<file path="src/rtl/spi_slave_if.sv">
// SPI pin and controller byte-bus bundle for spi_slave.
// The host/controller side uses the master modport and the slave block uses the slave modport.
interface spi_slave_if;
    logic       spi_sck;
    logic       spi_cs_n;
    logic       spi_mosi;
    wire        spi_miso;
    logic [7:0] tx_byte;
    logic [7:0] rx_byte;
    logic       rx_stb;
    logic       tsx_start;

    modport slave (
        input  spi_sck,
        input  spi_cs_n,
        input  spi_mosi,
        input  tx_byte,
        output spi_miso,
        output rx_byte,
        output rx_stb,
        output tsx_start
    );

    modport master (
        output spi_sck,
        output spi_cs_n,
        output spi_mosi,
        output tx_byte,
        input  spi_miso,
        input  rx_byte,
        input  rx_stb,
        input  tsx_start
    );
endinterface

</file>
<file path="src/rtl/spi_slave.sv">
// SPI mode-0 slave oversampled on clk: bytes out on rx_byte/rx_stb, reply byte in on tx_byte.
// Optional SPI_MISO_HIZ_EN: MISO floats while deselected or in reset (shared MISO line).
//
// state   | meaning
// S_IDLE  | deselected, or selected but waiting for a fresh CS fall
// S_LOAD  | one wait cycle for the controller's reply, then load tx_shift
// S_SHIFT | shifting bits on detected SCK edges
module spi_slave #(
    parameter int SYNC_STAGES = 2   // legal range 2..3
) (
    input  logic        clk,
    input  logic        rst,
    spi_slave_if.slave  bus
);

    localparam logic [1:0] S_IDLE  = 2'd0;
    localparam logic [1:0] S_LOAD  = 2'd1;
    localparam logic [1:0] S_SHIFT = 2'd2;

    localparam logic [1:0] FILL_DONE = 2'(SYNC_STAGES);

    logic [SYNC_STAGES-1:0] sck_sync;
    logic [SYNC_STAGES-1:0] cs_sync;
    logic [SYNC_STAGES-1:0] mosi_sync;
    logic                   sck_q;
    logic                   cs_q;
    logic                   sck_s;
    logic                   cs_s;
    logic                   mosi_s;
    logic                   sck_rise;
    logic                   sck_fall;
    logic                   cs_fall;

    logic [1:0]             fill_cnt;
    logic                   armed;

    logic [1:0]             state;
    logic                   load_wait;
    logic [7:0]             tx_shift;
    logic [7:0]             rx_shift;
    logic [2:0]             bit_cnt;
    logic                   reload;
    logic [7:0]             rx_byte_r;
    logic                   rx_stb_r;
    logic                   tsx_start_r;

    always_ff @(posedge clk) begin
        if (rst) begin
            sck_sync  <= '0;
            cs_sync   <= '1;
            mosi_sync <= '0;
            sck_q     <= 1'b0;
            cs_q      <= 1'b1;
        end else begin
            sck_sync  <= {sck_sync[SYNC_STAGES-2:0],  bus.spi_sck};
            cs_sync   <= {cs_sync[SYNC_STAGES-2:0],   bus.spi_cs_n};
            mosi_sync <= {mosi_sync[SYNC_STAGES-2:0], bus.spi_mosi};
            sck_q     <= sck_s;
            cs_q      <= cs_s;
        end
    end

    assign sck_s  = sck_sync[SYNC_STAGES-1];
    assign cs_s   = cs_sync[SYNC_STAGES-1];
    assign mosi_s = mosi_sync[SYNC_STAGES-1];

    assign sck_rise = sck_s & ~sck_q;
    assign sck_fall = ~sck_s & sck_q;

    // The chain resets to CS=1, so a CS_N held low through reset would look like a
    // fall once the chain flushes. Only arm after a real high level has been seen.
    always_ff @(posedge clk) begin
        if (rst) begin
            fill_cnt <= 2'd0;
            armed    <= 1'b0;
        end else begin
            if (fill_cnt != FILL_DONE)
                fill_cnt <= fill_cnt + 2'd1;
            else if (cs_s)
                armed <= 1'b1;
        end
    end

    assign cs_fall = armed & cs_q & ~cs_s;

    always_ff @(posedge clk) begin
        if (rst) begin
            state       <= S_IDLE;
            load_wait   <= 1'b0;
            tx_shift    <= 8'h00;
            rx_shift    <= 8'h00;
            bit_cnt     <= 3'd0;
            reload      <= 1'b0;
            rx_byte_r   <= 8'h00;
            rx_stb_r    <= 1'b0;
            tsx_start_r <= 1'b0;
        end else begin
            rx_stb_r    <= 1'b0;
            tsx_start_r <= 1'b0;
            if (cs_s) begin
                // Deselect wins over any same-cycle SCK edge; a partial byte is dropped.
                state     <= S_IDLE;
                load_wait <= 1'b0;
                rx_shift  <= 8'h00;
                bit_cnt   <= 3'd0;
                reload    <= 1'b0;
            end else begin
                case (state)
                    S_IDLE: begin
                        if (cs_fall) begin
                            state       <= S_LOAD;
                            load_wait   <= 1'b0;
                            tsx_start_r <= 1'b1;
                        end
                    end
                    S_LOAD: begin
                        if (!load_wait) begin
                            load_wait <= 1'b1;
                        end else begin
                            load_wait <= 1'b0;
                            tx_shift  <= bus.tx_byte;
                            bit_cnt   <= 3'd0;
                            reload    <= 1'b0;
                            state     <= S_SHIFT;
                        end
                    end
                    S_SHIFT: begin
                        if (sck_rise) begin
                            rx_shift <= {rx_shift[6:0], mosi_s};
                            if (bit_cnt == 3'd7) begin
                                rx_byte_r <= {rx_shift[6:0], mosi_s};
                                rx_stb_r  <= 1'b1;
                                bit_cnt   <= 3'd0;
                                reload    <= 1'b1;
                            end else begin
                                bit_cnt <= bit_cnt + 3'd1;
                            end
                        end else if (sck_fall) begin
                            if (reload) begin
                                tx_shift <= bus.tx_byte;
                                reload   <= 1'b0;
                            end else begin
                                tx_shift <= {tx_shift[6:0], 1'b0};
                            end
                        end
                    end
                    default: state <= S_IDLE;
                endcase
            end
        end
    end

    assign bus.rx_byte   = rx_byte_r;
    assign bus.rx_stb    = rx_stb_r;
    assign bus.tsx_start = tsx_start_r;

`ifdef SPI_MISO_HIZ_EN
    assign bus.spi_miso = (cs_s || rst) ? 1'bz : tx_shift[7];
`else
    assign bus.spi_miso = cs_s ? 1'b0 : tx_shift[7];
`endif

endmodule

</file>
<file path="src/flat_wrapper.sv">
// flat-port wrapper written by rule: the top's interface ports become plain ports
module spi_slave_flat 
#(
    parameter int SYNC_STAGES = 2                      
)
  (clk, rst, bus_spi_sck, bus_spi_cs_n, bus_spi_mosi, bus_tx_byte, bus_spi_miso, bus_rx_byte, bus_rx_stb, bus_tsx_start);
  spi_slave_if bus_i ();
  input  logic clk;
  input  logic rst;
  input wire logic [$bits(bus_i.spi_sck)-1:0] bus_spi_sck;
  input wire logic [$bits(bus_i.spi_cs_n)-1:0] bus_spi_cs_n;
  input wire logic [$bits(bus_i.spi_mosi)-1:0] bus_spi_mosi;
  input wire logic [$bits(bus_i.tx_byte)-1:0] bus_tx_byte;
  output wire logic [$bits(bus_i.spi_miso)-1:0] bus_spi_miso;
  output wire logic [$bits(bus_i.rx_byte)-1:0] bus_rx_byte;
  output wire logic [$bits(bus_i.rx_stb)-1:0] bus_rx_stb;
  output wire logic [$bits(bus_i.tsx_start)-1:0] bus_tsx_start;
  assign bus_i.spi_sck = bus_spi_sck;
  assign bus_i.spi_cs_n = bus_spi_cs_n;
  assign bus_i.spi_mosi = bus_spi_mosi;
  assign bus_i.tx_byte = bus_tx_byte;
  assign bus_spi_miso = bus_i.spi_miso;
  assign bus_rx_byte = bus_i.rx_byte;
  assign bus_rx_stb = bus_i.rx_stb;
  assign bus_tsx_start = bus_i.tsx_start;
  spi_slave #(.SYNC_STAGES(SYNC_STAGES)) u_core (.clk(clk), .rst(rst), .bus(bus_i));
endmodule
</file>
<file path="config.mk">
export PLATFORM = sky130hd
export DESIGN_NAME = spi_slave_flat
export DESIGN_NICKNAME = d
export VERILOG_FILES = /design/src/rtl/spi_slave_if.sv /design/src/rtl/spi_slave.sv /design/src/flat_wrapper.sv
export SDC_FILE = /design/constraint.sdc
export NUM_CORES = 1
export LEC_CHECK = 0
export CELL_PAD_IN_SITES_DETAIL_PLACEMENT = 0
export CELL_PAD_IN_SITES_GLOBAL_PLACEMENT = 1
export CORE_UTILIZATION = 37
export DETAILED_ROUTE_END_ITERATION = 8
export GPL_TIMING_DRIVEN = 0
export PLACE_DENSITY = 0.81
export SYNTH_ARGS = -nofsm -noshare
export SYNTH_HDL_FRONTEND = slang
export SYNTH_SLANG_ARGS = --single-unit
</file>
<file path="constraint.sdc">
create_clock -name clk -period 1.75 [get_ports clk]
set_input_delay 0.35 -clock clk [delete_from_list [all_inputs] [get_ports clk]]
set_output_delay 0.35 -clock clk [all_outputs]
set_load 0.1 [all_outputs]
</file>
==> results of run 1 <==
worst max-delay path, cell delays in order (launching register included):
cell and delay, ps:
dfxtp_4 370, inv_4 40, ha_4 160, and3b_1 180
buf_6 130, a2111oi_4 390, buf_6 190, buf_12 110
a211oi_1 60
kinds of logic (layout without fill, tap and decap cells):
logic type,Yosys count,after routing,share of synthesized area
simple gates,68,68,0.187
flops,43,43,0.482
fa+ha+maj,8,8,0.0560
xor+xnor,2,2,0.00981
compound gates,30,30,0.120
mux,18,18,0.101
buf+inv,16,56,0.0441
Yosys cell counts, drive strengths merged:
cell type / instances / share of area
dfxtp: 43 / 0.48
nor2: 24 / 0.050
mux2i: 18 / 0.10
a21oi: 16 / 0.045
nand2: 15 / 0.032
a211oi: 10 / 0.048
ha: 8 / 0.056
nand2b: 8 / 0.028
nor2b: 7 / 0.025
inv: 6 / 0.013
buf: 5 / 0.021
clkbuf: 5 / 0.011
nand3: 5 / 0.014
or2: 3 / 0.011
a2111oi: 2 / 0.021
a21boi: 1 / 0.0042
and2b: 1 / 0.0042
and3b: 1 / 0.0049
and4bb: 1 / 0.0070
nand3b: 1 / 0.0042
nand4b: 1 / 0.0049
nor3: 1 / 0.0028
o21ai: 1 / 0.0028
xnor2: 1 / 0.0049
xor2: 1 / 0.0049
repair_timing:
action	in CTS	in global routing
setup endpoints to repair	23	14
pin swaps	1	11
gates resized for setup	39	12
setup buffers	4	6
state kept, by name (all words and copies together), names as in the netlist, 2 cells and up:
signal / flops
u_core.state: 2
u_core.rx_shift: 7
u_core.bus.rx_byte: 8
u_core.bit_cnt: 3
u_core.cs_sync: 2
u_core.tx_shift: 8
u_core.fill_cnt: 2
u_core.sck_sync: 2
u_core.mosi_sync: 2
where the power goes:
group | total, mW | internal [mW] | switching [mW]
Sequential | 1.04 | 1.01 | 0.0262
Combinational | 0.156 | 0.0801 | 0.0759
Clock | 0.606 | 0.279 | 0.327
Total | 1.80 | 1.37 | 0.429
path summary, 6_finish.rpt:
check | from | to | slack, ps | cells after the start
max | u_core.state[0] | u_core.tx_shift[4] | -20 | 8
min reg2reg | u_core.cs_sync[0] | u_core.cs_sync[1] | 420 | 1
max reg2reg | u_core.state[0] | u_core.tx_shift[4] | -20 | 8
min | rst | u_core.sck_sync[0] | 390 | 2
layout make-up:
class                   count  area, um^2  area share
plain buffers              10        63.8      0.0273
clock buffers               6        72.6      0.0310
clock inverters             2        12.5     0.00535
inverters                   6        25.0      0.0107
multi-input cells         126         912       0.390
flip-flops and latches     43         868       0.371
well taps                  52        65.1      0.0278
repair buffers             32         320       0.137
routing by layer:
layer,vias to the layer above,share of wire,global-route usage
met4,0,0.020,0.0675
met3,7,0.044,0.0338
met1,607,0.49,0.167
met2,30,0.45,0.238
met5,-,0,0
li1,699,-,-
==> metrics.md, run 1 <==
| Metric | Value |
|---|---|
| Highest-count cells in the layout ignoring fill and taps | `dfxtp_1 (41), nor2_1 (21), mux2i_1 (18), a21oi_1 (16), nand2_1 (15)` |
| Yosys warnings | `0` |
| CTS tree | `built` |
| Crit end category | `flip-flop` |
| Startpoint Class | `flip-flop` |
| Largest net degree at the start of global routing | `14` |
| Status | `finished with violations` |
| Min cycle time layout | `1770 ps` |
| Die X | `71.5 um` |
| GRT Residual Overflow | `0` |
| Number of diodes | `0` |
| Crit path kind | `flip-flop to flip-flop` |
| Pwr dens | `770 nW/um^2` |
| Routed via count | `1343` |
| Initial antenna violation count | `0` |
| Place WS | `-228 ps` |
| Number of buffers added on ports | `22` |
| Yosys reg bits | `43` |
| Worst-path maximum fanout | `7` |
| Clock slew at reported path FFs | `80 ps` |
| CTS Buf Count | `5` |
| Final WS setup | `-15.6 ps` |
| CP Data Arrival Time | `1920 ps` |
| Most common cell after layout, fill and taps aside | `dfxtp_1` |
| Layout overhead on the synthesized area | `31.0%` |
| Detail Placement HPWL | `2160 um` |
| Die Ht | `71.5 um` |
| Syn Nets | `206` |
| # rows | `24` |
| Finished Layout Cells | `277` |
| Share of cells above drive strength 1 | `0.249` |
| Failing checks | `negative setup slack` |
| Static Leak | `0.913 nW` |
| Slew at the pin with the worst max-slew slack | `560 ps` |
| Post-route cell area | `2340 um^2` |
| Via/cell ratio | `4.85` |
| Htree depth | `2` |
| DRT antenna net count | `0` |
| Hold-fix buffers, CTS | `0` |
| Final hold vios | `0` |
| Unrepaired setup endpoints after global routing | `yes` |
| Setup TNS | `-37.8 ps` |
| First-pass GRT wire length | `5620 um` |
| Vias in the first global route | `1311` |
| Post-layout nets | `245` |
| Cell count after synthesis | `185` |
| Routability congestion estimate | `0.729` |
| Ratio of final minimum period to clock period | `1.01` |
| Placed insts | `259` |
| Initial DRC count | `46` |
| Fmax | `0.566 GHz` |
| Max_slew headroom | `0.627` |
| Hold slack | `385 ps` |
| Post-Route WL | `3210 um` |
| Yosys cell types | `28` |
| Cell Area, Synth | `1790 um^2` |
| Max rail drop VDD | `604 uV` |
| Pre-antenna DRT Iters | `5` |
| Avg Inst Size Synth | `9.66 um^2` |
| Sequential-to-total area share from yosys stat | `0.482` |
| Drt drc | `0` |
| Clock network latency to the later pin of the worst-skew pair | `290 ps` |
| Fin. max-slew vios | `0` |
| Tot GR Track Use | `0.140` |
| Tot Pwr | `1.80 mW` |
| Final Setup Violations | `6` |
| Hold WC Path Type | `primary input to flip-flop` |
| Clock tree buffer depth | `2` |
| CTS root buffer | `clkbuf_8` |
| Initial Utilization | `0.397` |
| # clock sinks | `43` |
| Final core occ | `0.519` |
| Layout fillers | `408` |
| Core box area | `4500 um^2` |
| Worst Clk Skew | `4.74 ps` |
| I/O Pins | `24` |
| Max_cap viols | `0` |
| Die Footprint | `5110 um^2` |
| Placed Area | `2090 um^2` |
| Wire per inst | `11.6 um` |
| Critical Path RT | `1900 ps` |
Power figures use the tool's default switching activity.
==> inputs of run 2 (changes only) <==
CELL_PAD_IN_SITES_DETAIL_PLACEMENT = unset   (was 0)
CELL_PAD_IN_SITES_GLOBAL_PLACEMENT = unset   (was 1)
CORE_UTILIZATION = 30   (was 37)
PLACE_DENSITY = 0.58   (was 0.81)
==> run 2 against run 1 <==
Compared with the run above: the run now ends clean; first-iteration DRC count increased by 11%; setup slack better by 87 ps; wire length is 0.19% lower; largest cell class unchanged; highest routed layer unchanged.
==> metrics.md, run 2 (synthesis results as in run 1) <==
| Metric | Value |
|---|---|
| Status | `complete, no violations` |
| Wire per inst | `10.9 um` |
| Drt drc | `0` |
| CTS Buf Count | `5` |
| Clock slew at reported path FFs | `80 ps` |
| Highest-count cells in the layout ignoring fill and taps | `dfxtp_1 (41), nor2_1 (24), mux2i_1 (17), a21oi_1 (16), nand2_1 (15)` |
| Crit end category | `flip-flop` |
| Worst Clk Skew | `4.49 ps` |
| Launch point of the worst reg-to-reg path | `u_core.state[0]` |
| Critical Path RT | `1960 ps` |
| Number of buffers added on ports | `22` |
| Via/cell ratio | `4.49` |
| Ratio of final minimum period to clock period | `0.959` |
| Hold WC Path Type | `primary input to flip-flop` |
| Fin. max-slew vios | `0` |
| Pre-antenna DRT Iters | `4` |
| CTS root buffer | `clkbuf_8` |
| Initial antenna violation count | `0` |
| Hold-fix buffers, CTS | `0` |
| Htree depth | `2` |
| Die X | `79.2 um` |
| Share of cells above drive strength 1 | `0.229` |
| Pwr dens | `802 nW/um^2` |
| Layout fillers | `585` |
| R2R Setup Slk | `70 ps` |
| CTS tree | `built` |
| Worst flop-to-flop path endpoint | `u_core.tx_shift[6]` |
| Die Footprint | `6270 um^2` |
| Detail Placement HPWL | `2170 um` |
| Tot Pwr | `1.88 mW` |
| # rows | `27` |
| Vias in the first global route | `1237` |
| Final hold vios | `0` |
| Clock tree buffer depth | `2` |
| Layout overhead on the synthesized area | `31.0%` |
| First-pass GRT wire length | `5600 um` |
| Worst-path maximum fanout | `5` |
| Fmax | `0.596 GHz` |
| # clock sinks | `43` |
| CP Data Arrival Time | `1890 ps` |
| Max_cap viols | `0` |
| Tot GR Track Use | `0.116` |
| Most common cell after layout, fill and taps aside | `dfxtp_1` |
| Max_slew headroom | `0.629` |
| Core box area | `5610 um^2` |
| Critical Path Sink | `u_core.tx_shift[6]` |
| Largest net degree at the start of global routing | `13` |
| Min cycle time layout | `1680 ps` |
| Final core occ | `0.417` |
| Post-layout nets | `243` |
| DRT antenna net count | `0` |
| Startpoint Class | `flip-flop` |
| GRT Residual Overflow | `0` |
| Final WS setup | `71.8 ps` |
| Routed via count | `1326` |
| Place WS | `-248 ps` |
| Initial DRC count | `51` |
| Number of diodes | `0` |
| Crit path kind | `flip-flop to flip-flop` |
| Clock network latency to the later pin of the worst-skew pair | `290 ps` |
| Max rail drop VDD | `443 uV` |
| Die Ht | `79.2 um` |
| I/O Pins | `24` |
| Crit path launch | `u_core.state[0]` |
| Slew at the pin with the worst max-slew slack | `557 ps` |
| Final Setup Violations | `0` |
| Routability congestion estimate | `0.708` |
| Static Leak | `0.909 nW` |
| Initial Utilization | `0.319` |
| Post-Route WL | `3200 um` |
| Worst R2R Path Depth | `8` |
| Unrepaired setup endpoints after global routing | `yes` |
==> run 2: timing repair <==
item,CTS,global route
pin swaps,7,2
gates cloned,1,0
endpoints found under the hold margin,0,0
setup buffers,7,0
gates resized for setup,41,8
setup endpoints to repair,23,15
==> run 2: layout make-up <==
type,instances,area (um^2),area share
repair buffers,30,288,0.123
flip-flops and latches,43,866,0.370
multi-input cells,126,911,0.389
inverters,6,25.0,0.0107
well taps,72,90.1,0.0385
clock buffers,8,100,0.0428
plain buffers,10,60.1,0.0257
==> run 2: through the flow <==
step                cells  hold WS [ps]  cell area [um^2]  setup TNS (ps)
finish                295           405              2340               0
global route          295           444              2340           -36.3
CTS                   295           406              2320           -34.7
detailed placement    279           408              2120           -1910
global placement      279           394              2120           -2070
floorplan             185           389              1810               0
==> run 2: power by group <==
part	total, mW	leakage [nW]	internal (mW)	switching (mW)
combinational	0.155	0.507	0.0801	0.0748
sequential	1.04	0.350	1.01	0.0271
clock	0.680	0.0515	0.360	0.320
==> run 2: critical path: stages (launching register included) <==
cell and delay [ps]:
dfxtp_2 340, buf_4 140, ha_4 170, mux2i_2 160
a2111oi_4 330, buf_4 190, buf_6 110, nor2_1 50
a211oi_2 130
==> run 2: layer usage <==
layer / vias to the layer above / GRT usage / wire length (um)
li1: 697 / - / -
met1: 597 / 0.150 / 1640
met2: 25 / 0.178 / 1370
met3: 7 / 0.0379 / 146
met4: 0 / 0.0436 / 51
met5: - / 0 / 0
==> run 2: how the worst min path moves through the flow <==
stage	startpoint	end	slack [ps]	depth (start not counted)
6_report	rst	u_core.sck_q	410	2
5_1_grt	rst	u_core.sck_sync[0]	440	2
4_1_cts	rst	u_core.mosi_sync[0]	410	2
3_5_place_dp	u_core.cs_sync[0]	u_core.cs_sync[1]	410	1
3_3_place_gp	u_core.cs_sync[0]	u_core.cs_sync[1]	390	1
2_1_floorplan	u_core.cs_sync[0]	u_core.cs_sync[1]	390	1
==> inputs of run 3 (changes only) <==
CTS_CLUSTER_SIZE = 16   (was unset)
==> results of run 3 <==
Same layout as run 2: the final DEF is identical, and so are final timing and power.
